**src/rtl/uart_tx_frm.sv**
```systemverilog
// -----------------------------------------------------------------------------
// uart_tx_frm
// Parametrised UART transmitter. Accepts one word over a valid/ready handshake
// and serialises it as: start bit (0), DATA_BITS data bits LSB first, optional
// parity bit, then STOP_BITS stop bits (1). Every bit lasts CLK_DIV clocks.
//
// Parameters
//   CLK_DIV    clock cycles per bit period (2..65535)
//   DATA_BITS  data bits per frame (5..9)
//   PARITY     0 = none, 1 = odd, 2 = even
//   STOP_BITS  1 or 2
//
// Ports
//   clk       in   system clock
//   rst       in   synchronous reset, active-high
//   tx_data   in   word to send, sampled only on the accepting edge
//   tx_valid  in   a word is present on tx_data
//   tx_ready  out  block can accept a word this cycle (IDLE only)
//   uart_tx   out  registered serial line, idle high
//   tx_busy   out  a frame is in progress
//   tx_done   out  one-cycle pulse on the last cycle of the final stop bit
// -----------------------------------------------------------------------------
module uart_tx_frm #(
    parameter int CLK_DIV   = 868,
    parameter int DATA_BITS = 8,
    parameter int PARITY    = 0,
    parameter int STOP_BITS = 1
) (
    input  logic                 clk,
    input  logic                 rst,
    input  logic [DATA_BITS-1:0] tx_data,
    input  logic                 tx_valid,
    output logic                 tx_ready,
    output logic                 uart_tx,
    output logic                 tx_busy,
    output logic                 tx_done
);

    // -------------------------------------------------------------------------
    // Elaboration-time parameter checks
    // -------------------------------------------------------------------------
    if ((CLK_DIV < 2) || (CLK_DIV > 65535)) begin : g_bad_clk_div
        $error("uart_tx_frm: CLK_DIV out of range 2..65535");
    end
    if ((DATA_BITS < 5) || (DATA_BITS > 9)) begin : g_bad_data_bits
        $error("uart_tx_frm: DATA_BITS out of range 5..9");
    end
    if ((PARITY < 0) || (PARITY > 2)) begin : g_bad_parity
        $error("uart_tx_frm: PARITY must be 0, 1 or 2");
    end
    if ((STOP_BITS != 1) && (STOP_BITS != 2)) begin : g_bad_stop_bits
        $error("uart_tx_frm: STOP_BITS must be 1 or 2");
    end

    // -------------------------------------------------------------------------
    // Constants
    // -------------------------------------------------------------------------
    localparam logic [2:0] S_IDLE  = 3'd0;
    localparam logic [2:0] S_START = 3'd1;
    localparam logic [2:0] S_DATA  = 3'd2;
    localparam logic [2:0] S_PAR   = 3'd3;
    localparam logic [2:0] S_STOP  = 3'd4;

    localparam logic [15:0] BAUD_LAST = 16'(CLK_DIV - 1);
    localparam logic [3:0]  DATA_LAST = 4'(DATA_BITS - 1);
    localparam logic [3:0]  STOP_LAST = 4'(STOP_BITS - 1);
    localparam logic        HAS_PAR   = (PARITY != 0) ? 1'b1 : 1'b0;
    localparam logic        PAR_ODD   = (PARITY == 1) ? 1'b1 : 1'b0;

    // Parity bit for a word: odd parity inverts the XOR reduction so that the
    // total count of ones (data + parity) is odd.
    function automatic logic calc_parity(input logic [DATA_BITS-1:0] word,
                                         input logic                 odd);
        logic x;
        x = ^word;
        return odd ? ~x : x;
    endfunction

    // -------------------------------------------------------------------------
    // State
    // -------------------------------------------------------------------------
    logic [2:0]           state_q,   state_d;
    logic [15:0]          baud_q,    baud_d;
    logic [3:0]           bit_q,     bit_d;
    logic [DATA_BITS-1:0] shift_q,   shift_d;
    logic                 par_q,     par_d;
    logic                 uart_tx_q, uart_tx_d;
    logic                 ready_q,   ready_d;
    logic                 busy_q,    busy_d;
    logic                 done_q,    done_d;

    logic                 accept_s;
    logic                 bit_end_s;

    assign accept_s  = tx_valid & ready_q;
    assign bit_end_s = (baud_q == BAUD_LAST);

    // Next-state logic: FSM, baud counter, bit counter, shift register, parity
    always_comb begin
        state_d = state_q;
        baud_d  = baud_q;
        bit_d   = bit_q;
        shift_d = shift_q;
        par_d   = par_q;
        case (state_q)
            S_IDLE: begin
                baud_d = 16'd0;
                bit_d  = 4'd0;
                if (accept_s) begin
                    state_d = S_START;
                    shift_d = tx_data;
                    par_d   = calc_parity(tx_data, PAR_ODD);
                end else begin
                    state_d = S_IDLE;
                end
            end
            S_START: begin
                if (bit_end_s) begin
                    state_d = S_DATA;
                    baud_d  = 16'd0;
                    bit_d   = 4'd0;
                end else begin
                    baud_d  = baud_q + 16'd1;
                end
            end
            S_DATA: begin
                if (bit_end_s) begin
                    baud_d  = 16'd0;
                    shift_d = shift_q >> 1;
                    if (bit_q == DATA_LAST) begin
                        bit_d   = 4'd0;
                        state_d = HAS_PAR ? S_PAR : S_STOP;
                    end else begin
                        bit_d   = bit_q + 4'd1;
                    end
                end else begin
                    baud_d  = baud_q + 16'd1;
                end
            end
            S_PAR: begin
                if (bit_end_s) begin
                    state_d = S_STOP;
                    baud_d  = 16'd0;
                    bit_d   = 4'd0;
                end else begin
                    baud_d  = baud_q + 16'd1;
                end
            end
            S_STOP: begin
                if (bit_end_s) begin
                    baud_d = 16'd0;
                    if (bit_q == STOP_LAST) begin
                        state_d = S_IDLE;
                        bit_d   = 4'd0;
                    end else begin
                        bit_d   = bit_q + 4'd1;
                    end
                end else begin
                    baud_d = baud_q + 16'd1;
                end
            end
            default: begin
                state_d = S_IDLE;
                baud_d  = 16'd0;
                bit_d   = 4'd0;
            end
        endcase
    end

    // Output decode from the next state so the registered outputs line up
    // with the state they describe (no extra cycle of latency on the line).
    always_comb begin
        uart_tx_d = 1'b1;
        case (state_d)
            S_START: uart_tx_d = 1'b0;
            S_DATA:  uart_tx_d = shift_d[0];
            S_PAR:   uart_tx_d = par_d;
            S_STOP:  uart_tx_d = 1'b1;
            default: uart_tx_d = 1'b1;
        endcase
        ready_d = (state_d == S_IDLE);
        busy_d  = (state_d != S_IDLE);
        // Pulse on the final baud tick of the final stop bit.
        done_d  = (state_d == S_STOP) && (bit_d == STOP_LAST) &&
                  (baud_d == BAUD_LAST);
    end

    // State and output registers with synchronous reset
    always_ff @(posedge clk) begin
        if (rst) begin
            state_q   <= S_IDLE;
            baud_q    <= 16'd0;
            bit_q     <= 4'd0;
            shift_q   <= '0;
            par_q     <= 1'b0;
            uart_tx_q <= 1'b1;
            ready_q   <= 1'b1;
            busy_q    <= 1'b0;
            done_q    <= 1'b0;
        end else begin
            state_q   <= state_d;
            baud_q    <= baud_d;
            bit_q     <= bit_d;
            shift_q   <= shift_d;
            par_q     <= par_d;
            uart_tx_q <= uart_tx_d;
            ready_q   <= ready_d;
            busy_q    <= busy_d;
            done_q    <= done_d;
        end
    end

    assign uart_tx  = uart_tx_q;
    assign tx_ready = ready_q;
    assign tx_busy  = busy_q;
    assign tx_done  = done_q;

endmodule

```
**config.mk**
```make
export PLATFORM = sky130hd
export DESIGN_NAME = uart_tx_frm
export DESIGN_NICKNAME = d
export VERILOG_FILES = /design/src/rtl/uart_tx_frm.sv
export SDC_FILE = /design/constraint.sdc
export NUM_CORES = 1
export LEC_CHECK = 0
export BUFFER_PORTS_ARGS = -buffer_cell sky130_fd_sc_hd__buf_2
export CAP_MARGIN = 10
export CORE_AREA = 2 2 79 81
export CTS_CLUSTER_SIZE = 28
export DETAILED_ROUTE_END_ITERATION = 10
export DIE_AREA = 0 0 81 83
export SLEW_MARGIN = 15
export SYNTH_ARGS = -nofsm -noshare
export SYNTH_HDL_FRONTEND = slang
export SYNTH_SLANG_ARGS = --single-unit
```
**constraint.sdc**
```tcl
create_clock -name clk -period 2.3 [get_ports clk]
set_input_delay 0.23 -clock clk [delete_from_list [all_inputs] [get_ports clk]]
set_output_delay 0.23 -clock clk [all_outputs]
set_load 0.01 [all_outputs]
```
# Yosys cells after proc, flatten, opt, wreduce, memory -nomap -nowiden
# Index checks and enable logic that the tools add are counted.
word_totals:
  register_bits: 36
  input_bits: 11
  output_inout_bits: 4
  elab_cells: 60
classes:
  addsub: 2
  n_eq_ne: 13
  n_mux: 22
  n_bitwise: 1
  n_reduce_logical: 12
ops:
  columns: ["operator", "count"]
  rows:
  - ["$eq A16 B10 Y1 const B", 2]
  - ["$mux W16", 2]
  - ["$mux W4", 5]
  - ["$mux W3", 6]
  - ["$add A16 B1 Y16 const B", 1]
  - ["$mux W8", 2]
  - ["$pmux W8 S2", 1]
  - ["$pmux W3 S5", 1]
  - ["$eq A3 B2 Y1 const B", 4]
  - ["$pmux W4 S3", 1]
  - ["$logic_not A4 Y1", 2]
  - ["$reduce_xor A8 Y1", 1]
  - ["$eq A3 B1 Y1 const B", 2]
  - ["$eq A3 B3 Y1 const B", 2]
  - ["$logic_not A3 Y1", 2]
  - ["$add A4 B1 Y4 const B", 1]
  - ["$eq A4 B3 Y1 const B", 1]
  - ["$ne A2 B2 Y1 const B", 2]
  - ["$reduce_or A4 Y1", 1]
  - ["$mux W1", 3]
  - ["$pmux W1 S3", 1]
  - ["$reduce_and A3 Y1", 1]
  - ["$reduce_bool A3 Y1", 1]
  - ["$logic_and A1 B1 Y1", 2]
  - ["other kinds (3)", 3]

# Logic depth before layout (Yosys ltp)
# Gate-level depths: netlist of run 1.
depth:
  ltp_word: 7
  depth_mapped: 7
  ltp_nobuf: 7

# Worst setup path after synthesis of run 1
# OpenSTA, ideal clock, no wires.
synth_timing:
  kind: "register to register"
  from: "register baud_q[0]"
  to: "register done_q, in the netlist tx_done"
  setup_time_ns: 0.092
  t_arrival_ns: 1.937
  required_time_ns: 2.208
  setup_slack_ns: 0.271
  stages_incl_launch_ff: 7
  path_buffers: 0
  synth_period_minus_slack_ns: 2.029
  path_cell_list: "dfxtp_1 ha_1 nand4_4 or3_4 a2111oi_4 o2111ai_1 nor4_1"
synth_via:
  elab_chain_cells: 6
  word_cells_on_any_way: 18
  classes_between: "add/sub: 1; eq/ne: 3; mux: 11; reduce/logical: 3"
synth_lines:
  columns: ["item", "line_no", "source"]
  rows:
  - ["from (decl)", "83", "logic [15:0] baud_q, baud_d;"]
  - ["from (signal assigned)", "202", "baud_q <= baud_d;"]
  - ["branches (longest 5 deep; another with $add A16 B1 Y16)", null, null]
  - ["$logic_and A1 B1 Y1 (*)", "184", "done_d = (state_d == S_STOP) && (bit_d == STOP_LAST) &&"]
  - ["to (signal assigned)", "209", "done_q <= done_d;"]
  - ["to (decl)", "90", "logic done_q, done_d;"]
# Mark *: on every way between the ends.
# A chain may end at the register's enable or synchronous reset.

# Worst setup path in the final report of run 1
# Same ends and word-level chain as after synthesis.

==> results of run 1 <==
[Yosys cell counts, types with 2 or more instances]
cell                       count  area, um^2
sky130_fd_sc_hd__nand2_1      13        48.8
sky130_fd_sc_hd__and4_1        2        17.5
sky130_fd_sc_hd__nand4_1       4        25.0
sky130_fd_sc_hd__nor4b_1       3        26.3
sky130_fd_sc_hd__nor3b_1       3        22.5
sky130_fd_sc_hd__xnor2_1      15         131
sky130_fd_sc_hd__o211ai_1      3        22.5
sky130_fd_sc_hd__dfxtp_1      36         721
sky130_fd_sc_hd__a22oi_1       6        45.0
sky130_fd_sc_hd__buf_2         2        10.0
sky130_fd_sc_hd__o21ai_0      11        55.1
sky130_fd_sc_hd__nand3_1      13        65.1
sky130_fd_sc_hd__clkbuf_1      9        33.8
sky130_fd_sc_hd__ha_1          3        37.5
sky130_fd_sc_hd__nand2b_1      2        12.5
sky130_fd_sc_hd__nor2_1       29         109
sky130_fd_sc_hd__and3_1        3        18.8
sky130_fd_sc_hd__xor2_1        7        61.3
sky130_fd_sc_hd__inv_1         6        22.5
sky130_fd_sc_hd__a21oi_1      18        90.1
sky130_fd_sc_hd__or3_1         2        12.5
sky130_fd_sc_hd__a211oi_1      3        22.5
sky130_fd_sc_hd__nor4_1        7        43.8
sky130_fd_sc_hd__nand4b_1      2        17.5
sky130_fd_sc_hd__clkbuf_8      2        27.5
sky130_fd_sc_hd__nor3_1        3        15.0
[worst max-delay path, stage by stage, from the launching register on]
cell and delay (ns):
sky130_fd_sc_hd__dfxtp_1 0.33, sky130_fd_sc_hd__ha_1 0.16, sky130_fd_sc_hd__buf_4 0.16, sky130_fd_sc_hd__nand4_4 0.15
sky130_fd_sc_hd__or3_4 0.39, sky130_fd_sc_hd__a2111oi_4 0.33, sky130_fd_sc_hd__o2111ai_1 0.16, sky130_fd_sc_hd__nor4_1 0.29
[path summary, 6_finish.rpt]
path,slack (ns),endpoint
max reg2reg,0.24,tx_done
max,0.24,tx_done
min,0.20,shift_q[7]
min reg2reg,0.47,shift_q[5]
[cell type report]
class,count,area (um^2)
inverters,6,22.5
multi-input cells,179,1180
repair buffers,23,138
flip-flops and latches,36,721
clock buffers,8,90.1
well taps,75,93.8
fillers,633,3570
[logic make-up (layout without fill, tap and decap cells)]
kind of cell,count (synthesis),count (layout),synth area share [%]
AO/OA/AOI/OAI,56,56,19.3
buffers and inverters,19,37,4.73
AND/OR/NAND/NOR,98,98,28.1
adder cells (fa/ha/maj),3,3,1.89
flip-flops,36,36,36.3
XOR/XNOR,22,22,9.70
[layer usage]
metal	vias to the layer above	wire (um)	part of all wire, %
met1	813	2170	51
met5	-	0	0
met4	0	80	1.9
li1	888	-	-
met3	6	111	2.6
met2	23	1890	44
[registers in the layout, summed over array words and instances, names as in the netlist]
register / count
tx_ready: 1
state_q: 3
bit_q: 4
tx_done: 1
baud_q: 16
par_q: 1
uart_tx: 1
tx_busy: 1
shift_q: 8
[power groups by stage]
| stage | registers (mW) | logic [mW] | clock network (mW) |
|---|---|---|---|
| 2_1_floorplan | 0.668 | 0.0927 | 0 |
| 3_3_place_gp | 0.670 | 0.129 | 0 |
| 3_5_place_dp | 0.670 | 0.129 | 0 |
| 4_1_cts | 0.656 | 0.130 | 0.478 |
| 5_1_grt | 0.658 | 0.147 | 0.501 |
| 6_report | 0.656 | 0.128 | 0.461 |
[what timing repair did]
| action | 4_1_cts | 5_1_grt |
|---|---|---|
| setup endpoints to repair | 0 | 1 |
| resized for setup | 0 | 1 |
| hold endpoints to repair | 0 | 0 |
| hold buffers | 0 | 0 |
==> PnR_summary.wiki, run 1 <==
{| class="wikitable"
! Metric !! Value
|-
| Outcome || complete, no violations
|-
| Layout area overhead || 12.9%
|-
| Drc violations || 0
|-
| Sequential fraction of the synthesis area || a little over a third
|-
| Fin Clk Skew || about 0.0056 ns
|-
| DPL Wire Length || 3130 um
|-
| Post-synth EDFFs || 0
|-
| Start point of the worst min-delay path || tx_data[7]
|-
| Aggregate negative setup slack || 0 ns
|-
| Relative contribution of combinational cells to total power || around a tenth
|-
| Worst hold slack after final layout || 0.204 ns
|-
| Util after Layout || approximately two fifths
|-
| Nets in the synthesized netlist || 248
|-
| Number of buffers between clock root and the deepest sink || 2
|-
| Switching component of the power || ~0.3 mW
|-
| Die outline area || between 6000 and 7000 um^2
|-
| Number of setup buffers added after CTS || 0
|-
| Largest vdd supply drop || about 0.21 mV
|-
| Number of optimization iterations in the first detailed-route pass || 4
|-
| Setup repair after global routing missed its margin || false
|-
| Fraction of final layout cells sized beyond drive strength 1 || approximately 16%
|-
| Clock group share of total power || between 30% and 40%
|-
| Sort of element at the start of the critical path || register
|-
| Seq pwr share || between 50% and 60%
|-
| Detailed-route wire length per cell || between 10 and 15 um
|-
| Core Area || between 5000 and 6000 um^2
|-
| Layer with the highest usage after global routing || met2
|-
| Final-stage net count || 265
|-
| First DRT Iteration DRCs || 116
|-
| Overall Power || 1.25 mW
|-
| Share of the clock period used by the worst path || between 80% and 90%
|-
| Worst Hold Path Cells || 3
|-
| Syn avg cell area || ~8.5 um^2
|-
| Netlist area before placement || 1990 um^2
|-
| Number of violations of the max-capacitance limit || 0
|-
| First-pass GRT wire length || about 7500 um
|-
| Instance area at placement || between 2000 and 2500 um^2
|-
| Fin. max-slew vios || 0
|-
| Global-route met3 utilization || 3.04%
|-
| Horiz. Die Dim || 81 um
|-
| Synth Flop Type || sky130_fd_sc_hd__dfxtp_1
|-
| Commonest non-fill, non-tap cells in the layout || 36 x sky130_fd_sc_hd__dfxtp_1, 29 x sky130_fd_sc_hd__nor2_1, 18 x sky130_fd_sc_hd__a21oi_1
|-
| GRT Util Overall || ~14%
|-
| Met1 demand-to-capacity share in global routing || a little under a fifth
|-
| Clock-pin transition on the worst setup and hold timing paths || ~0.070 ns
|-
| Count of boundary I/O pins || 15
|-
| Setup Crit Path Kind || register to register
|-
| Max Fanout on Critical Path || 7
|-
| Yosys warnings || 0
|-
| Time the worst path needs with I/O delays and setup || 2.06 ns
|-
| Relative slew slack || between 60% and 70%
|-
| Count of buffers inserted at the top-level ports || 14
|-
| Root buffer cell || sky130_fd_sc_hd__clkbuf_8
|-
| Fraction of synthesis flops using an asynchronous set or reset pin || 0%
|-
| Arrival time reported for the critical path endpoint || approximately 2.3 ns
|-
| Data required time of the critical path || 2.50 ns
|-
| Number of standard cells after synthesis || 234
|-
| Final critical-path setup slack || 0.245 ns
|-
| Number of CTS-inserted buffers || 5
|-
| Least-Margin Pin Slew || roughly 0.5 ns
|-
| Initial cell density of the core || about a third
|-
| Total congestion overflow after global routing || 0
|-
| Maximum number of pins on one net before global-route repair || 20
|-
| Met2 demand-to-capacity share in global routing || between 20% and 30%
|-
| Clock tree from TritonCTS || built
|-
| Pre-CTS worst setup slack || 0.273 ns
|-
| Number of global-route vias before repair || around 1600
|-
| Internal power || approximately 0.94 mW
|-
| Chip Height || 83 um
|-
| Final estimated routing congestion in global placement || about 0.81
|-
| Power density normalized to cell area || about 560 nW/um^2
|-
| Timing startpoint of the critical path || baud_q[0]
|-
| Endpoints failing setup || 0
|-
| Number of placed instances with taps included || about 320
|-
| Most frequent standard cell in the layout excluding fill and tap cells || sky130_fd_sc_hd__dfxtp_1
|-
| Vias || ~1700
|-
| Clock sinks || 36
|-
| Pleak || roughly 0.73 nW
|-
| Layout Cells excl Fill || roughly 330
|-
| FF-to-FF path depth || 7
|-
| Maximum frequency from static timing analysis || approximately 0.49 GHz
|-
| Total non-filler cell area in the finished layout || 2240 um^2
|-
| Number of diodes || 0
|-
| Path type of the worst min-delay path || input pin to register
|-
| Type of destination of the critical path || register
|-
| FF+latch count, synth || 36
|-
| Final WL || 4250 um
|-
| Critical R2R Launch || baud_q[0]
|-
| Post-synth cell types || 53
|-
| Initial antenna violation count || 0
|-
| Clk Latency, worst-skew pair || approximately 0.29 ns
|-
| Endpoints failing hold || 0
|-
| Switching fraction of total power || ~24%
|-
| CTS HTree Levels || 2
|-
| Vias per cell || 5.29
|-
| Post-route ant nets || 0
|-
| Row count || 28
|}
Note: power is estimated with default switching activity, not from simulation.
==> run 2, diff against run 1 <==
Settings changed: CORE_AREA 2 2 79 81 to 2 2 62 64, DIE_AREA 0 0 81 83 to 0 0 64 66, PLACE_DENSITY set to 0.75.
==> PnR_summary.wiki, run 2 (synthesis results as in run 1) <==
{| class="wikitable"
! Metric !! Value
|-
| Outcome || complete, no violations
|-
| Row count || 22 (-21%)
|-
| Clock sinks || 36 (unchanged)
|-
| Flip-flop count of the largest register, all copies and words added || 16 (unchanged)
|-
| Relative slew slack || 61.4% (-5.5 points)
|-
| Layer with the highest usage after global routing || met1
|-
| Clock group share of total power || 36.8% (-0.2 points)
|-
| Layout area overhead || 10.6%
|-
| Util after Layout || 61.9% (+23 points)
|-
| Fraction of final layout cells sized beyond drive strength 1 || 17.1% (+0.86 points)
|-
| Endpoints failing hold || 0 (unchanged)
|-
| Chip Height || 66 um (-20%)
|-
| Registers with the highest flip-flop counts || baud_q x16, shift_q x8, bit_q x4
|-
| Switching fraction of total power || 25.5% (+1.2 points)
|-
| Final-stage net count || 264 (-0.38%)
|-
| Count of buffers inserted at the top-level ports || 14 (unchanged)
|-
| Number of setup buffers added after CTS || 0 (unchanged)
|-
| Number of buffers between clock root and the deepest sink || 2 (unchanged)
|-
| Count of boundary I/O pins || 15 (unchanged)
|-
| Overall Power || 1.24 mW (-0.31%)
|-
| CTS HTree Levels || 2 (unchanged)
|-
| GRT Util Overall || 20.8% (+7.0 points)
|-
| Die outline area || 4220 um^2 (-37%)
|-
| Aggregate negative setup slack || 0 ns (unchanged)
|-
| Final estimated routing congestion in global placement || 0.853 (+5.4%)
|-
| Initial antenna violation count || 0 (unchanged)
|-
| Total congestion overflow after global routing || 0 (unchanged)
|-
| Power density normalized to cell area || 565 nW/um^2 (+1.7%)
|-
| Number of optimization iterations in the first detailed-route pass || 5 (+1)
|-
| Largest vdd supply drop || 0.395 mV (+90%)
|-
| Number of global-route vias before repair || 1448 (-12%)
|-
| Least-Margin Pin Slew || 0.573 ns (+0.0778 ns)
|-
| Global-route met3 utilization || 5.62% (+2.6 points)
|-
| Number of diodes || 0 (unchanged)
|-
| Top register by number of flip-flops || baud_q
|-
| Met1 demand-to-capacity share in global routing || 30.0% (+11 points)
|-
| Endpoints failing setup || 0 (unchanged)
|-
| Data required time of the critical path || 2.56 ns (+0.06 ns)
|-
| Clk Latency, worst-skew pair || 0.35 ns (+0.06 ns)
|-
| First-pass GRT wire length || 6870 um (-8.8%)
|-
| Fillers || 321 (-49%)
|-
| Max Fanout on Critical Path || 7 (unchanged)
|-
| Fin. max-slew vios || 0 (unchanged)
|-
| Core Area || 3550 um^2 (-39%)
|-
| Fin Clk Skew || 0.00713 ns (+0.00148 ns)
|-
| Commonest non-fill, non-tap cells in the layout || 36 x sky130_fd_sc_hd__dfxtp_1, 29 x sky130_fd_sc_hd__nor2_1, 18 x sky130_fd_sc_hd__a21oi_1
|-
| Arrival time reported for the critical path endpoint || 2.31 ns (+0.06 ns)
|-
| Sequential Area || 721 um^2 (unchanged)
|-
| Post-route ant nets || 0 (unchanged)
|-
| Root buffer cell || sky130_fd_sc_hd__clkbuf_4
|-
| Sort of element at the start of the critical path || register
|-
| DPL Wire Length || 2950 um (-5.6%)
|-
| Detailed-route wire length per cell || 13.7 um (+5.5%)
|-
| Number of CTS-inserted buffers || 5 (unchanged)
|-
| Met2 demand-to-capacity share in global routing || 29.9% (+9.2 points)
|-
| Maximum frequency from static timing analysis || 0.487 GHz (about the same)
|-
| Switching component of the power || 0.317 mW (+4.4%)
|-
| Setup repair after global routing missed its margin || false
|-
| Multi-input gate area || 1180 um^2 (+0.53%)
|-
| Clock tree from TritonCTS || built
|-
| Internal power || 0.925 mW (-1.8%)
|-
| Clock-pin transition on the worst setup and hold timing paths || 0.11 ns (+0.04 ns)
|-
| Relative contribution of combinational cells to total power || 10.4% (about the same)
|-
| First DRT Iteration DRCs || 105 (-9.5%)
|-
| Drc violations || 0 (unchanged)
|-
| Maximum number of pins on one net before global-route repair || 20 (unchanged)
|-
| Pleak || 0.725 nW (-0.87%)
|-
| Vias || 1723 (-0.40%)
|-
| Most frequent standard cell in the layout excluding fill and tap cells || sky130_fd_sc_hd__dfxtp_1
|-
| Initial cell density of the core || 55.9% (+22 points)
|-
| Path type of the worst min-delay path || input pin to register
|-
| Horiz. Die Dim || 64 um (-21%)
|-
| Final WL || 4100 um (-3.5%)
|-
| Number of violations of the max-capacitance limit || 0 (unchanged)
|-
| Type of destination of the critical path || register
|-
| Time the worst path needs with I/O delays and setup || 2.05 ns (-0.000848 ns)
|-
| Share of the clock period used by the worst path || 89.3% (about the same)
|-
| Setup Crit Path Kind || register to register
|-
| Vias per cell || 5.76 (+8.9%)
|-
| Seq pwr share || 52.8% (about the same)
|}
-- run 2: cell count changes in the layout (fill, tap and decap cells not counted) --
cell                         delta
sky130_fd_sc_hd__clkbuf_1       -2
sky130_fd_sc_hd__clkbuf_4       +5
sky130_fd_sc_hd__buf_4          -1
sky130_fd_sc_hd__clkinvlp_4     +1
sky130_fd_sc_hd__clkinv_2       +1
sky130_fd_sc_hd__bufinv_16      +1
sky130_fd_sc_hd__nor4b_2        +1
sky130_fd_sc_hd__nor4b_1        -1
sky130_fd_sc_hd__clkbuf_8       -6
-- run 2: worst paths after layout --
| kind | startpoint | end | slack, ns | cells past startpoint |
|---|---|---|---|---|
| worst max register to register | baud_q[13] | tx_done | 0.25 | 6 |
| worst min register to register | shift_q[2] | shift_q[2] | 0.48 | 2 |
| worst max-delay path | baud_q[13] | tx_done | 0.25 | 6 |
| worst min-delay path | tx_data[7] | shift_q[7] | 0.14 | 3 |
-- run 2: cell type report --
| cell class | instances | area share [%] |
|---|---|---|
| clock buffer | 5 | 1.71 |
| tap | 48 | 2.73 |
| timing repair buffer | 22 | 5.92 |
| clock inverter | 3 | 1.94 |
| sequential | 36 | 32.8 |
| multi-input combinational | 179 | 53.9 |
| inverter | 6 | 1.03 |
-- run 2: stage by stage --
step / cell area [um^2] / hold slack, ns / std cells / worst slack (ns)
floorplan: 1990 / 0.363 / 234 / 0.271
global placement: 2110 / 0.458 / 291 / 0.230
detailed placement: 2110 / 0.465 / 291 / 0.270
CTS: 2190 / 0.136 / 299 / 0.187
global route: 2200 / 0.157 / 299 / 0.0930
finish: 2200 / 0.136 / 299 / 0.246
-- run 2: critical path, stage by stage, from the launching register on --
cell and delay [ns]:
sky130_fd_sc_hd__dfxtp_1 0.40, sky130_fd_sc_hd__nor4_1 0.41, sky130_fd_sc_hd__buf_4 0.19, sky130_fd_sc_hd__nand4_2 0.18, sky130_fd_sc_hd__nor3_1 0.32, sky130_fd_sc_hd__o2111ai_1 0.15
sky130_fd_sc_hd__nor4_1 0.31
-- run 2: power by group through the flow --
stage	Clock [mW]	Combinational, mW	Sequential (mW)
final	0.457	0.129	0.656
after global routing	0.485	0.144	0.659
after CTS	0.457	0.129	0.656
after detailed placement	0	0.128	0.670
after global placement	0	0.128	0.670
after floorplan	0	0.0927	0.668
-- run 2: timing repair --
item,CTS,global route
gates resized for setup,0,1
endpoints found under the setup margin,0,1
hold buffers,0,0
-- run 2: layer usage --
layer  up-vias  share of wire, %  routed length (um)
met5         -                 0                   0
met4         0               1.0                  42
met3         4               5.4                 221
met1       791                51                2110
met2        45                42                1730
li1        883                 -                   -
==> run 3, diff against run 2 <==
Settings changed: ABC_AREA set to 1, CORE_AREA 2 2 62 64 to 2 2 64 66, DIE_AREA 0 0 64 66 to 0 0 66 68, PLACE_DENSITY 0.75 to 0.78.
==> PnR_summary.wiki, run 3 <==
{| class="wikitable"
! Metric !! Value
|-
| Setup repair after global routing missed its margin || false
|-
| Number of standard cells after synthesis || 344 (+47%)
|-
| Maximum number of pins on one net before global-route repair || 29 (+45%)
|-
| Detailed-route wire length per cell || 12.6 um (-7.9%)
|-
| Path type of the worst min-delay path || input pin to register
|-
| Share of the clock period used by the worst path || 86.2% (-3.1 points)
|-
| Fin. max-slew vios || 0 (unchanged)
|-
| Count of boundary I/O pins || 15 (unchanged)
|-
| Data required time of the critical path || 2.45 ns (-0.11 ns)
|-
| Largest vdd supply drop || 0.409 mV (+3.5%)
|-
| Registers with the highest flip-flop counts || baud_q x16, shift_q x8, bit_q x4
|-
| Root buffer cell || sky130_fd_sc_hd__clkbuf_8
|-
| Aggregate negative setup slack || 0 ns (unchanged)
|-
| Endpoints failing hold || 0 (unchanged)
|-
| Top cell types by occurrence after synthesis || 89 x sky130_fd_sc_hd__nand2_1, 59 x sky130_fd_sc_hd__nor2_1, 36 x sky130_fd_sc_hd__dfxtp_1
|-
| Clock-pin transition on the worst setup and hold timing paths || 0.07 ns (-0.04 ns)
|-
| Clk Latency, worst-skew pair || 0.29 ns (-0.06 ns)
|-
| Start point of the worst min-delay path || tx_data[7]
|-
| Clock sinks || 36 (unchanged)
|-
| Least-Margin Pin Slew || 0.532 ns (-0.0412 ns)
|-
| Clock group share of total power || 49.6% (+13 points)
|-
| Pre-CTS worst setup slack || 0.415 ns (+0.145 ns)
|-
| Vias per cell || 5.37 (-6.8%)
|-
| Layout area overhead || 12.0%
|-
| Global-route met3 utilization || 3.62% (-2.0 points)
|-
| Arrival time reported for the critical path endpoint || 2.13 ns (-0.18 ns)
|-
| Netlist area before placement || 2210 um^2 (+12%)
|-
| Time the worst path needs with I/O delays and setup || 1.98 ns (-0.0710 ns)
|-
| Flip-flop count of the largest register, all copies and words added || 16 (unchanged)
|-
| Type of destination of the critical path || register
|-
| Worst hold slack after final layout || 0.213 ns (+0.0762 ns)
|-
| Fraction of synthesis flops using an asynchronous set or reset pin || 0% (unchanged)
|-
| Row count || 23 (+4.5%)
|-
| Dominant cell type by area after synthesis || sky130_fd_sc_hd__dfxtp_1
|-
| Seq pwr share || 41.3% (-12 points)
|-
| Initial cell density of the core || 57.4% (+1.5 points)
|-
| Max Fanout on Critical Path || 8 (+1)
|-
| Power density normalized to cell area || 640 nW/um^2 (+13%)
|-
| Layout Cells excl Fill || 411 (+37%)
|-
| Final critical-path setup slack || 0.317 ns (+0.0710 ns)
|-
| Capture instance of the worst register-to-register path || tx_busy
|-
| Core Area || 3860 um^2 (+8.6%)
|-
| Multi-input gate area || 1300 um^2 (+9.7%)
|-
| Final-stage net count || 374 (+42%)
|-
| Overall Power || 1.59 mW (+28%)
|-
| Met2 demand-to-capacity share in global routing || 37.6% (+7.7 points)
|-
| Relative contribution of combinational cells to total power || 9.2% (-1.2 points)
|-
| Hold buffer count at CTS || 0 (unchanged)
|-
| Commonest non-fill, non-tap cells in the layout || 89 x sky130_fd_sc_hd__nand2_1, 59 x sky130_fd_sc_hd__nor2_1, 36 x sky130_fd_sc_hd__dfxtp_1
|-
| Worst reg-to-reg setup slack || 0.32 ns (+0.07 ns)
|-
| Syn avg cell area || 6.44 um^2 (-24%)
|-
| Internal power || 1.24 mW (+34%)
|-
| Layer with the highest usage after global routing || met2
|-
| Post-route ant nets || 0 (unchanged)
|-
| Total congestion overflow after global routing || 0 (unchanged)
|-
| Number of setup buffers added after CTS || 0 (unchanged)
|-
| Number of global-route vias before repair || 1882 (+30%)
|-
| Die outline area || 4490 um^2 (+6.3%)
|-
| Count of buffers inserted at the top-level ports || 14 (unchanged)
|-
| Synth top area cells || sky130_fd_sc_hd__dfxtp_1 33%, sky130_fd_sc_hd__nand2_1 15%, sky130_fd_sc_hd__nor2_1 10%
|-
| First-pass GRT wire length || 8580 um (+25%)
|-
| Sequential Area || 721 um^2 (unchanged)
|-
| Fraction of final layout cells sized beyond drive strength 1 || 17.7% (+0.60 points)
|-
| Met1 demand-to-capacity share in global routing || 35.6% (+5.6 points)
|-
| Number of CTS-inserted buffers || 5 (unchanged)
|-
| Endpoints failing setup || 0 (unchanged)
|-
| Number of diodes || 0 (unchanged)
|-
| Maximum frequency from static timing analysis || 0.504 GHz (+3.6%)
|-
| FF+latch count, synth || 36 (unchanged)
|-
| Fillers || 371 (+16%)
|-
| Sequential fraction of the synthesis area || 32.5% (-3.8 points)
|-
| Leading cell type by number of instances after synthesis || sky130_fd_sc_hd__nand2_1
|-
| Switching fraction of total power || 22.0% (-3.5 points)
|-
| First DRT Iteration DRCs || 175 (+67%)
|-
| Worst Hold Path Cells || 3 (unchanged)
|-
| Post-synth EDFFs || 0 (unchanged)
|-
| Horiz. Die Dim || 66 um (+3.1%)
|-
| Initial antenna violation count || 0 (unchanged)
|-
| Sort of element at the start of the critical path || register
|-
| Synth Flop Type || sky130_fd_sc_hd__dfxtp_1
|-
| Area share of the largest cell type after synthesis || 32.5% (-3.8 points)
|-
| Number of placed instances with taps included || 403 (+38%)
|-
| Number of optimization iterations in the first detailed-route pass || 4 (-1)
|-
| Switching component of the power || 0.350 mW (+11%)
|-
| Number of buffers between clock root and the deepest sink || 2 (unchanged)
|-
| Pleak || 1.09 nW (+50%)
|-
| Drc violations || 0 (unchanged)
|-
| Vias || 2208 (+28%)
|-
| GRT Util Overall || 24.9% (+4.0 points)
|-
| Nets in the synthesized netlist || 358 (+44%)
|-
| Chip Height || 68 um (+3.0%)
|-
| Yosys warnings || 0 (unchanged)
|-
| Post-cts resize count || 0 (unchanged)
|-
| Relative slew slack || 64.5% (+3.1 points)
|-
| DPL Wire Length || 3880 um (+31%)
|-
| Outcome || complete, no violations
|-
| Setup Crit Path Kind || register to register
|-
| Clock tree from TritonCTS || built
|-
| Post-synth cell types || 32 (-40%)
|-
| FF-to-FF path depth || 10 (+4)
|-
| Fin Clk Skew || 0.00803 ns (+0.000900 ns)
|-
| Most frequent standard cell in the layout excluding fill and tap cells || sky130_fd_sc_hd__nand2_1
|-
| CTS HTree Levels || 2 (unchanged)
|-
| Top register by number of flip-flops || baud_q
|-
| Critical R2R Launch || baud_q[0]
|-
| Final WL || 5200 um (+27%)
|-
| Final estimated routing congestion in global placement || 0.907 (+6.4%)
|-
| Number of violations of the max-capacitance limit || 0 (unchanged)
|-
| Endpoint, Worst Hold || shift_q[7]
|}
## run 3: final cells by class
class	count	area share [%]
multi-input combinational	260	52.3
sequential	36	29.0
inverter	42	6.56
clock inverter	3	3.63
timing repair buffer	15	3.13
clock buffer	5	2.77
tap	50	2.52
## run 3: critical path, cell delays in order, from the launching register on
cell and delay, ns:
sky130_fd_sc_hd__dfxtp_1 0.44, sky130_fd_sc_hd__ha_1 0.29, sky130_fd_sc_hd__inv_2 0.07, sky130_fd_sc_hd__nor2_1 0.09, sky130_fd_sc_hd__nand2_1 0.07, sky130_fd_sc_hd__nor2_2 0.13
sky130_fd_sc_hd__nand2_4 0.11, sky130_fd_sc_hd__o21ai_1 0.14, sky130_fd_sc_hd__nand2_1 0.09, sky130_fd_sc_hd__nor2_2 0.25, sky130_fd_sc_hd__a31oi_2 0.15
## run 3: cells by family after synthesis
family	Yosys count	synth area share [%]
DFF	36	32.5
AOI/OAI and AO/OA	28	7.85
adders and majority gates	3	1.70
buffers and inverters	48	8.81
xor gates and xnor gates	7	2.77
and+or+nand+nor	222	46.3
## run 3: per-stage QoR
stage	util, %	area, um^2
5_1_grt	64.3	2480
2_1_floorplan	-	2210
6_report	64.3	2480
4_1_cts	64.3	2480
3_5_place_dp	60.2	2320
3_3_place_gp	60.2	2320
## run 3: layer usage
layer	wire (um)	vias up
met4	71	0
li1	-	1126
met3	278	9
met1	2540	1001
met5	0	-
met2	2310	72
## run 3: power groups by stage
stage	clock network, mW	registers [mW]	logic (mW)
after floorplan	0	0.671	0.104
after global placement	0	0.669	0.142
after detailed placement	0	0.670	0.144
after CTS	0.795	0.656	0.144
after global routing	0.826	0.659	0.162
final	0.788	0.656	0.145
## run 3: worst max path at each step
| stage | cells past startpoint | end | start | slack [ns] |
|---|---|---|---|---|
| finish | 10 | tx_busy | baud_q[0] | 0.32 |
| global route | 12 | tx_done | baud_q[0] | 0.13 |
| CTS | 12 | tx_done | baud_q[0] | 0.36 |
| detailed placement | 10 | tx_busy | baud_q[0] | 0.41 |
| global placement | 10 | tx_busy | baud_q[0] | 0.43 |
| floorplan | 10 | tx_busy | baud_q[0] | 0.66 |
